**config.mk**
```make
export PLATFORM = sky130hd
export DESIGN_NAME = dht22_frame_rx
export DESIGN_NICKNAME = d
export VERILOG_FILES = /design/src/rtl/dht_pkg.sv /design/src/rtl/sync_2ff.sv /design/src/rtl/dht22_frame_rx.sv
export SDC_FILE = /design/constraint.sdc
export NUM_CORES = 1
export LEC_CHECK = 0
export ABC_AREA = 0
export BUFFER_PORTS_ARGS = -buffer_cell sky130_fd_sc_hd__buf_2
export CORE_MARGIN = 2
export CORE_UTILIZATION = 43
export DETAILED_ROUTE_END_ITERATION = 6
export GPL_TIMING_DRIVEN = 0
export PLACE_DENSITY = 0.64
export SETUP_SLACK_MARGIN = 0.4
export SLEW_MARGIN = 20
export SYNTH_ARGS = -nofsm -noshare
export SYNTH_HDL_FRONTEND = slang
export SYNTH_SLANG_ARGS = --single-unit
```
**constraint.sdc**
```tcl
create_clock -name clk -period 5.9 [get_ports clk]
set_clock_uncertainty 0.15 [all_clocks]
set_input_delay 0 -clock clk [delete_from_list [all_inputs] [get_ports clk]]
set_output_delay 0 -clock clk [all_outputs]
set_load 0.01 [all_outputs]
```
**src/rtl/dht_pkg.sv**
```systemverilog
// Shared types and frame layout for the DHT22 single-wire receiver.
// Frame is {RH[15:0], T[15:0], CKS[7:0]}, transmitted MSB first.
package dht_pkg;

  typedef enum logic [3:0] {
    IDLE,
    START_LOW,
    RELEASE,
    RESP_LOW,
    RESP_HIGH,
    BIT_LOW,
    BIT_HIGH,
    CHECK,
    HOLDOFF
  } dht_state_t;

  localparam int FRAME_W = 40;
  localparam int RH_MSB  = 39;
  localparam int RH_LSB  = 24;
  localparam int T_MSB   = 23;
  localparam int T_LSB   = 8;
  localparam int CKS_MSB = 7;
  localparam int CKS_LSB = 0;

  // Modulo-256 sum of the four data bytes; compared against the CKS field.
  function automatic logic [7:0] frame_sum(input logic [FRAME_W-1:0] f);
    return f[RH_MSB -: 8] + f[RH_LSB +: 8] + f[T_MSB -: 8] + f[T_LSB +: 8];
  endfunction

endpackage

```
**src/rtl/sync_2ff.sv**
```systemverilog
// Two-flop synchronizer for a single asynchronous level; reset value is
// selectable so idle-high lines do not produce a false edge out of reset.
module sync_2ff #(
  parameter logic RST_VAL = 1'b0
) (
  input  logic clk,
  input  logic rst_n,
  input  logic d,
  output logic q
);

  logic meta;

  always_ff @(posedge clk or negedge rst_n) begin
    if (!rst_n) begin
      meta <= RST_VAL;
      q    <= RST_VAL;
    end else begin
      meta <= d;
      q    <= meta;
    end
  end

endmodule

```
**src/rtl/dht22_frame_rx.sv**
```systemverilog
// DHT22 frame receiver: issues the host start pulse, times the sensor reply
// and 40 data pulses, and keeps the last checksum-valid frame.
//
// state     | meaning
// IDLE      | waiting for trigger, pin released
// START_LOW | host drives the pin low for the start pulse
// RELEASE   | pin released, waiting for the sensor to pull low
// RESP_LOW  | sensor response low phase
// RESP_HIGH | sensor response high phase
// BIT_LOW   | low gap preceding a data bit
// BIT_HIGH  | timing the data bit's high pulse
// CHECK     | verify checksum, publish or flag the frame
// HOLDOFF   | enforced quiet time before the next read
module dht22_frame_rx
  import dht_pkg::*;
#(
  parameter int CYC_PER_US    = 1,
  parameter int START_LOW_US  = 1000,
  parameter int BIT_THRESH_US = 50,
  parameter int TIMEOUT_US    = 200,
  parameter int HOLDOFF_US    = 2000000
) (
  input  logic               clk,
  input  logic               reset,
  input  logic               trigger,
  input  logic               dht_in,
  output logic               dht_drive_low,
  output logic [FRAME_W-1:0] dht_data,
  output logic               data_valid,
  output logic               checksum_err,
  output logic               timeout_err,
  output logic               busy
);

  localparam int START_CYC = START_LOW_US * CYC_PER_US;
  localparam int THR_CYC   = BIT_THRESH_US * CYC_PER_US;
  localparam int TMO_CYC   = TIMEOUT_US * CYC_PER_US;
  localparam int HOLD_CYC  = HOLDOFF_US * CYC_PER_US;
  localparam int BIG_CYC   = (START_CYC > HOLD_CYC) ? START_CYC : HOLD_CYC;
  localparam int CNT_MAX   = (BIG_CYC > TMO_CYC) ? BIG_CYC : TMO_CYC;
  localparam int CNT_W     = $clog2(CNT_MAX) + 1;

  dht_state_t         state;
  logic [CNT_W-1:0]   cnt;
  logic [5:0]         bit_idx;
  logic [FRAME_W-1:0] shift;
  logic               pin_s;
  logic               pin_d;
  logic               rise;
  logic               fall;
  logic               sensor_phase;
  logic               edge_seen;
  logic               tmo_hit;

  sync_2ff #(.RST_VAL(1'b1)) u_sync_dht (
    .clk  (clk),
    .rst_n(reset),
    .d    (dht_in),
    .q    (pin_s)
  );

  assign rise    = ~pin_d & pin_s;
  assign fall    = pin_d & ~pin_s;
  assign tmo_hit = (cnt == CNT_W'(TMO_CYC - 1));

  always_comb begin
    sensor_phase = 1'b0;
    edge_seen    = 1'b0;
    case (state)
      RELEASE, RESP_HIGH, BIT_HIGH: begin
        sensor_phase = 1'b1;
        edge_seen    = fall;
      end
      RESP_LOW, BIT_LOW: begin
        sensor_phase = 1'b1;
        edge_seen    = rise;
      end
      default: ;
    endcase
  end

  always_ff @(posedge clk or negedge reset) begin
    if (!reset) begin
      state         <= IDLE;
      cnt           <= '0;
      bit_idx       <= '0;
      shift         <= '0;
      pin_d         <= 1'b1;
      dht_drive_low <= 1'b0;
      dht_data      <= '0;
      data_valid    <= 1'b0;
      checksum_err  <= 1'b0;
      timeout_err   <= 1'b0;
      busy          <= 1'b0;
    end else begin
      data_valid   <= 1'b0;
      checksum_err <= 1'b0;
      timeout_err  <= 1'b0;
      pin_d        <= pin_s;
      cnt          <= cnt + CNT_W'(1);

      if (sensor_phase && !edge_seen && tmo_hit) begin
        timeout_err <= 1'b1;
        shift       <= '0;
        state       <= HOLDOFF;
        cnt         <= '0;
      end else begin
        case (state)
          IDLE: begin
            cnt <= '0;
            if (trigger) begin
              state         <= START_LOW;
              dht_drive_low <= 1'b1;
              busy          <= 1'b1;
              shift         <= '0;
            end
          end
          START_LOW: begin
            if (cnt == CNT_W'(START_CYC - 1)) begin
              state         <= RELEASE;
              dht_drive_low <= 1'b0;
              cnt           <= '0;
            end
          end
          RELEASE: begin
            if (fall) begin
              state <= RESP_LOW;
              cnt   <= '0;
            end
          end
          RESP_LOW: begin
            if (rise) begin
              state <= RESP_HIGH;
              cnt   <= '0;
            end
          end
          RESP_HIGH: begin
            if (fall) begin
              state   <= BIT_LOW;
              bit_idx <= 6'd39;
              cnt     <= '0;
            end
          end
          BIT_LOW: begin
            if (rise) begin
              state <= BIT_HIGH;
              cnt   <= '0;
            end
          end
          BIT_HIGH: begin
            // cnt trails the synced high width by one, hence >= rather than >
            if (fall) begin
              shift <= {shift[FRAME_W-2:0], (cnt >= CNT_W'(THR_CYC))};
              cnt   <= '0;
              if (bit_idx == 6'd0) begin
                state <= CHECK;
              end else begin
                bit_idx <= bit_idx - 6'd1;
                state   <= BIT_LOW;
              end
            end
          end
          CHECK: begin
            if (frame_sum(shift) == shift[CKS_MSB:CKS_LSB]) begin
              dht_data   <= shift;
              data_valid <= 1'b1;
            end else begin
              checksum_err <= 1'b1;
            end
            state <= HOLDOFF;
            cnt   <= '0;
          end
          HOLDOFF: begin
            if (cnt == CNT_W'(HOLD_CYC - 1)) begin
              state <= IDLE;
              busy  <= 1'b0;
              cnt   <= '0;
            end
          end
          default: begin
            state         <= IDLE;
            dht_drive_low <= 1'b0;
            busy          <= 1'b0;
            cnt           <= '0;
          end
        endcase
      end
    end
  end

endmodule

```
==> key figures <==
Clock tree
  – Clock Path Buffers: 2
  – Clk Latency, worst-skew pair: 0.42 ns
  – CTS tree: built
  – TritonCTS Sinks: 120
  – Resized Gates After CTS: 0
  – Clk slew on worst S/H paths: 0.05 ns
  – Clock Tree Root: clkbuf_16
  – H-tree level count: 4
  – CTS Buf Count: 17

Logic synthesis
  – Yosys reg bits: 120
  – Sequential element share of the synthesized area: 52.1%
  – EDFF count, synth: 0
  – Post-synth top cells: dfrtp_1, nor2_1, a22o_1
  – Syn_nets: 504
  – Async SR Flop Fraction: 100%
  – Dominant cells by area after synthesis: dfrtp_1, a22o_1, mux2_2
  – Area leader, netlist: dfrtp_1
  – Mapped cell area: 5770 sq um
  – Mapped Cells: 475
  – Top cell type's share of synthesized area: 50.7%
  – Distinct cell type count after synthesis: 53
  – Count leader, synth: dfrtp_1
  – Top FF cell, synth: dfrtp_1
  – Ys Warns: 0
  – Syn avg cell area: 12.2 sq um

Worst setup path
  – Arr. time, crit path: 4.40 ns
  – Required time of the critical path: 6.04 ns
  – Critical Path Start Type: register
  – Crit Path Category: register to register
  – CP Capture Type: register
  – Crit Path Max Fanout: 10

Floorplan
  – Die height: 120 um
  – Chip width: 120 um
  – Rows: 42
  – Die Area: 14,400 sq um
  – Initial Util: 43.8%
  – I/O pins: 49
  – Core area: 13,200 sq um

Cells and area
  – ANT cells: 0
  – Register Area: 3010 sq um
  – Share of layout cells above drive strength 1: 25.3%
  – Multi-input combinational cell area: 2570 sq um
  – Area growth syn-to-layout: 19.7%
  – Layout Nets: 577
  – # fillers: 1,144

Timing
  – RSZ-0062 raised after global routing: no
  – Period utilization: 72.2%
  – Setup Viol. Count Final: 0
  – Slew headroom: 47.6%
  – Setup_tns: 0 ns
  – Final Hold Viols: 0
  – Fin crit period: 4.26 ns
  – Setup ws final: 1.64 ns
  – Max frequency: 0.235 GHz
  – Slew @ Worst Pin: 0.784 ns
  – Slew Limit Fails: 0

Placed design
  – Quantity of I/O buffers inserted on ports: 48
  – DP HPWL: 8.22 mm
  – Pre-CTS setup slack: 1.65 ns
  – GPL Wtd Cong: 0.844

Power
  – Tot Pwr: 2.34 mW
  – Clock Power Share: 42.7%
  – P_sw: 660 uW
  – Peak supply drop: 0.194 mV
  – Int Pwr: 1.68 mW
  – LEAKAGE: 3.37 nW
  – Register share of total power: 38.5%
  – Pwr Density: 338 nW/um^2
  – Switching part of the total: 28.2%
  – Comb pwr share: 18.8%

Global routing
  – First-pass GRT wire length: 19.8 mm
  – Via count of the first global-routing pass: 3,957
  – Antenna violations before repair: 0
  – GRT Resource Usage Total: 17.8%
  – Gr ovfl total: 0
  – Largest net degree at the start of global routing: 75

Worst hold path
  – Worst min-delay path class: primary input to register

Route
  – 1st-iter DRT viols: 176
  – DR WL met3: 480 um
  – DR top layer: met4
  – Via count: 3,879
  – Via density per instance: 5.26
  – DRT antenna net count: 0
  – Drt drc: 0
  – Drt wl/cell: 15.5 um
  – Final wirelength: 11.5 mm
  – DR WL met2: 5.19 mm
  – TritonRoute pass-1 iters: 4
  – Metal-1 WL: 5.49 mm

Run
  – Max_cap viols: 0

Outcome
  – Status: completed
==> metrics by stage <==
step	utilization (%)	std cells	hold WS [ns]	area, sq um
CTS	52.4	737	0.0505	6910
finish	52.4	737	0.0750	6910
global route	52.4	737	0.0883	6910
floorplan	-	475	-0.446	5770
global placement	47.3	699	-0.0436	6230
detailed placement	47.5	700	-0.180	6270
==> registers in the layout, summed over array words and instances, names as in the netlist <==
name	count
dht_data	40
shift	40
cnt	22
bit_idx	6
state	4
busy	1
checksum_err	1
data_valid	1
dht_drive_low	1
pin_d	1
timeout_err	1
u_sync_dht.meta	1
u_sync_dht.q	1
==> worst max-delay path: stages (launching register included) <==
cell      delay, ns
dfrtp_1        0.43
fa_1           0.54
inv_1          0.05
fa_1           0.44
inv_1          0.07
ha_1           0.19
inv_1          0.07
fa_1           0.39
nand2b_1       0.17
a21oi_1        0.21
a31oi_1        0.13
xnor2_1        0.20
nor4_4         0.51
buf_6          0.26
mux2_4         0.31
==> path summary, 6_finish.rpt <==
path / depth (start not counted) / end / slack [ns] / startpoint
max in group asynchronous: 4 / shift[23] / 4.71 / reset
worst min-delay path: 2 / u_sync_dht.meta / 0.08 / dht_in
worst max-delay path: 14 / dht_data[2] / 1.64 / shift[9]
min in group asynchronous: 3 / pin_d / 0.52 / reset
worst min register to register: 0 / u_sync_dht.q / 0.20 / u_sync_dht.meta
worst max register to register: 14 / dht_data[2] / 1.64 / shift[9]
==> placed cells by master (no fill, tap or decap), types with 3 or more instances in the layout <==
master / synthesis / final
a21oi_1: 10 / 10
a22o_1: 40 / 40
a31oi_1: 5 / 5
and2_1: 3 / 3
and3_1: 8 / 8
buf_2: 6 / 53
buf_6: 4 / 5
clkbuf_1: 9 / 13
clkbuf_16: 0 / 17
clkbuf_8: 0 / 3
clkinv_2: 0 / 4
dfrtp_1: 117 / 117
dfstp_2: 3 / 3
dlygate4sd3_1: 0 / 4
fa_1: 14 / 14
ha_1: 11 / 11
inv_1: 20 / 20
mux2_2: 30 / 30
mux2_4: 10 / 10
mux2i_1: 3 / 3
nand2_1: 17 / 17
nand2b_1: 4 / 4
nand3_1: 12 / 12
nand4_1: 8 / 8
nor2_1: 42 / 42
nor3_1: 11 / 11
nor4_1: 6 / 6
o21a_1: 3 / 3
o21ai_0: 7 / 7
or3_1: 3 / 3
xnor2_1: 18 / 18
xor2_1: 21 / 21
==> cell type report <==
cell class / instances / area share [%]
flip-flops and latches: 120 / 43.5
clock inverters: 8 / 1.38
well taps: 176 / 3.19
inverters: 20 / 1.09
multi-input cells: 314 / 37.2
plain buffers: 21 / 1.79
repair buffers: 54 / 4.94
clock buffers: 24 / 6.97
==> power groups by stage <==
stage / clock network (mW) / registers (mW) / logic [mW]
global placement: 0 / 0.913 / 0.428
floorplan: 0 / 0.910 / 0.324
finish: 0.998 / 0.901 / 0.441
global route: 1.06 / 0.908 / 0.496
CTS: 1.02 / 0.900 / 0.445
detailed placement: 0 / 0.914 / 0.438
==> layer usage <==
| layer | global-route usage, % | vias up |
|---|---|---|
| met3 | 5.18 | 24 |
| met5 | 0 | - |
| met4 | 9.19 | 0 |
| met2 | 26.6 | 67 |
| met1 | 23.6 | 1941 |
| li1 | - | 1847 |
==> cells by family after synthesis <==
| group | after synthesis | synth area share (%) |
|---|---|---|
| and+or+nand+nor | 125 | 11.2 |
| DFF | 120 | 52.1 |
| AOI/OAI and AO/OA | 81 | 11.0 |
| muxes | 43 | 8.97 |
| buffers and inverters | 41 | 3.45 |
| xor gates and xnor gates | 39 | 5.92 |
| adders and majority gates | 26 | 7.41 |
==> what timing repair did <==
item	CTS	global route
buffers inserted	0	0
hold endpoints to repair	124	0
hold buffers	5	0
Note: power is estimated with default switching activity, not from simulation.
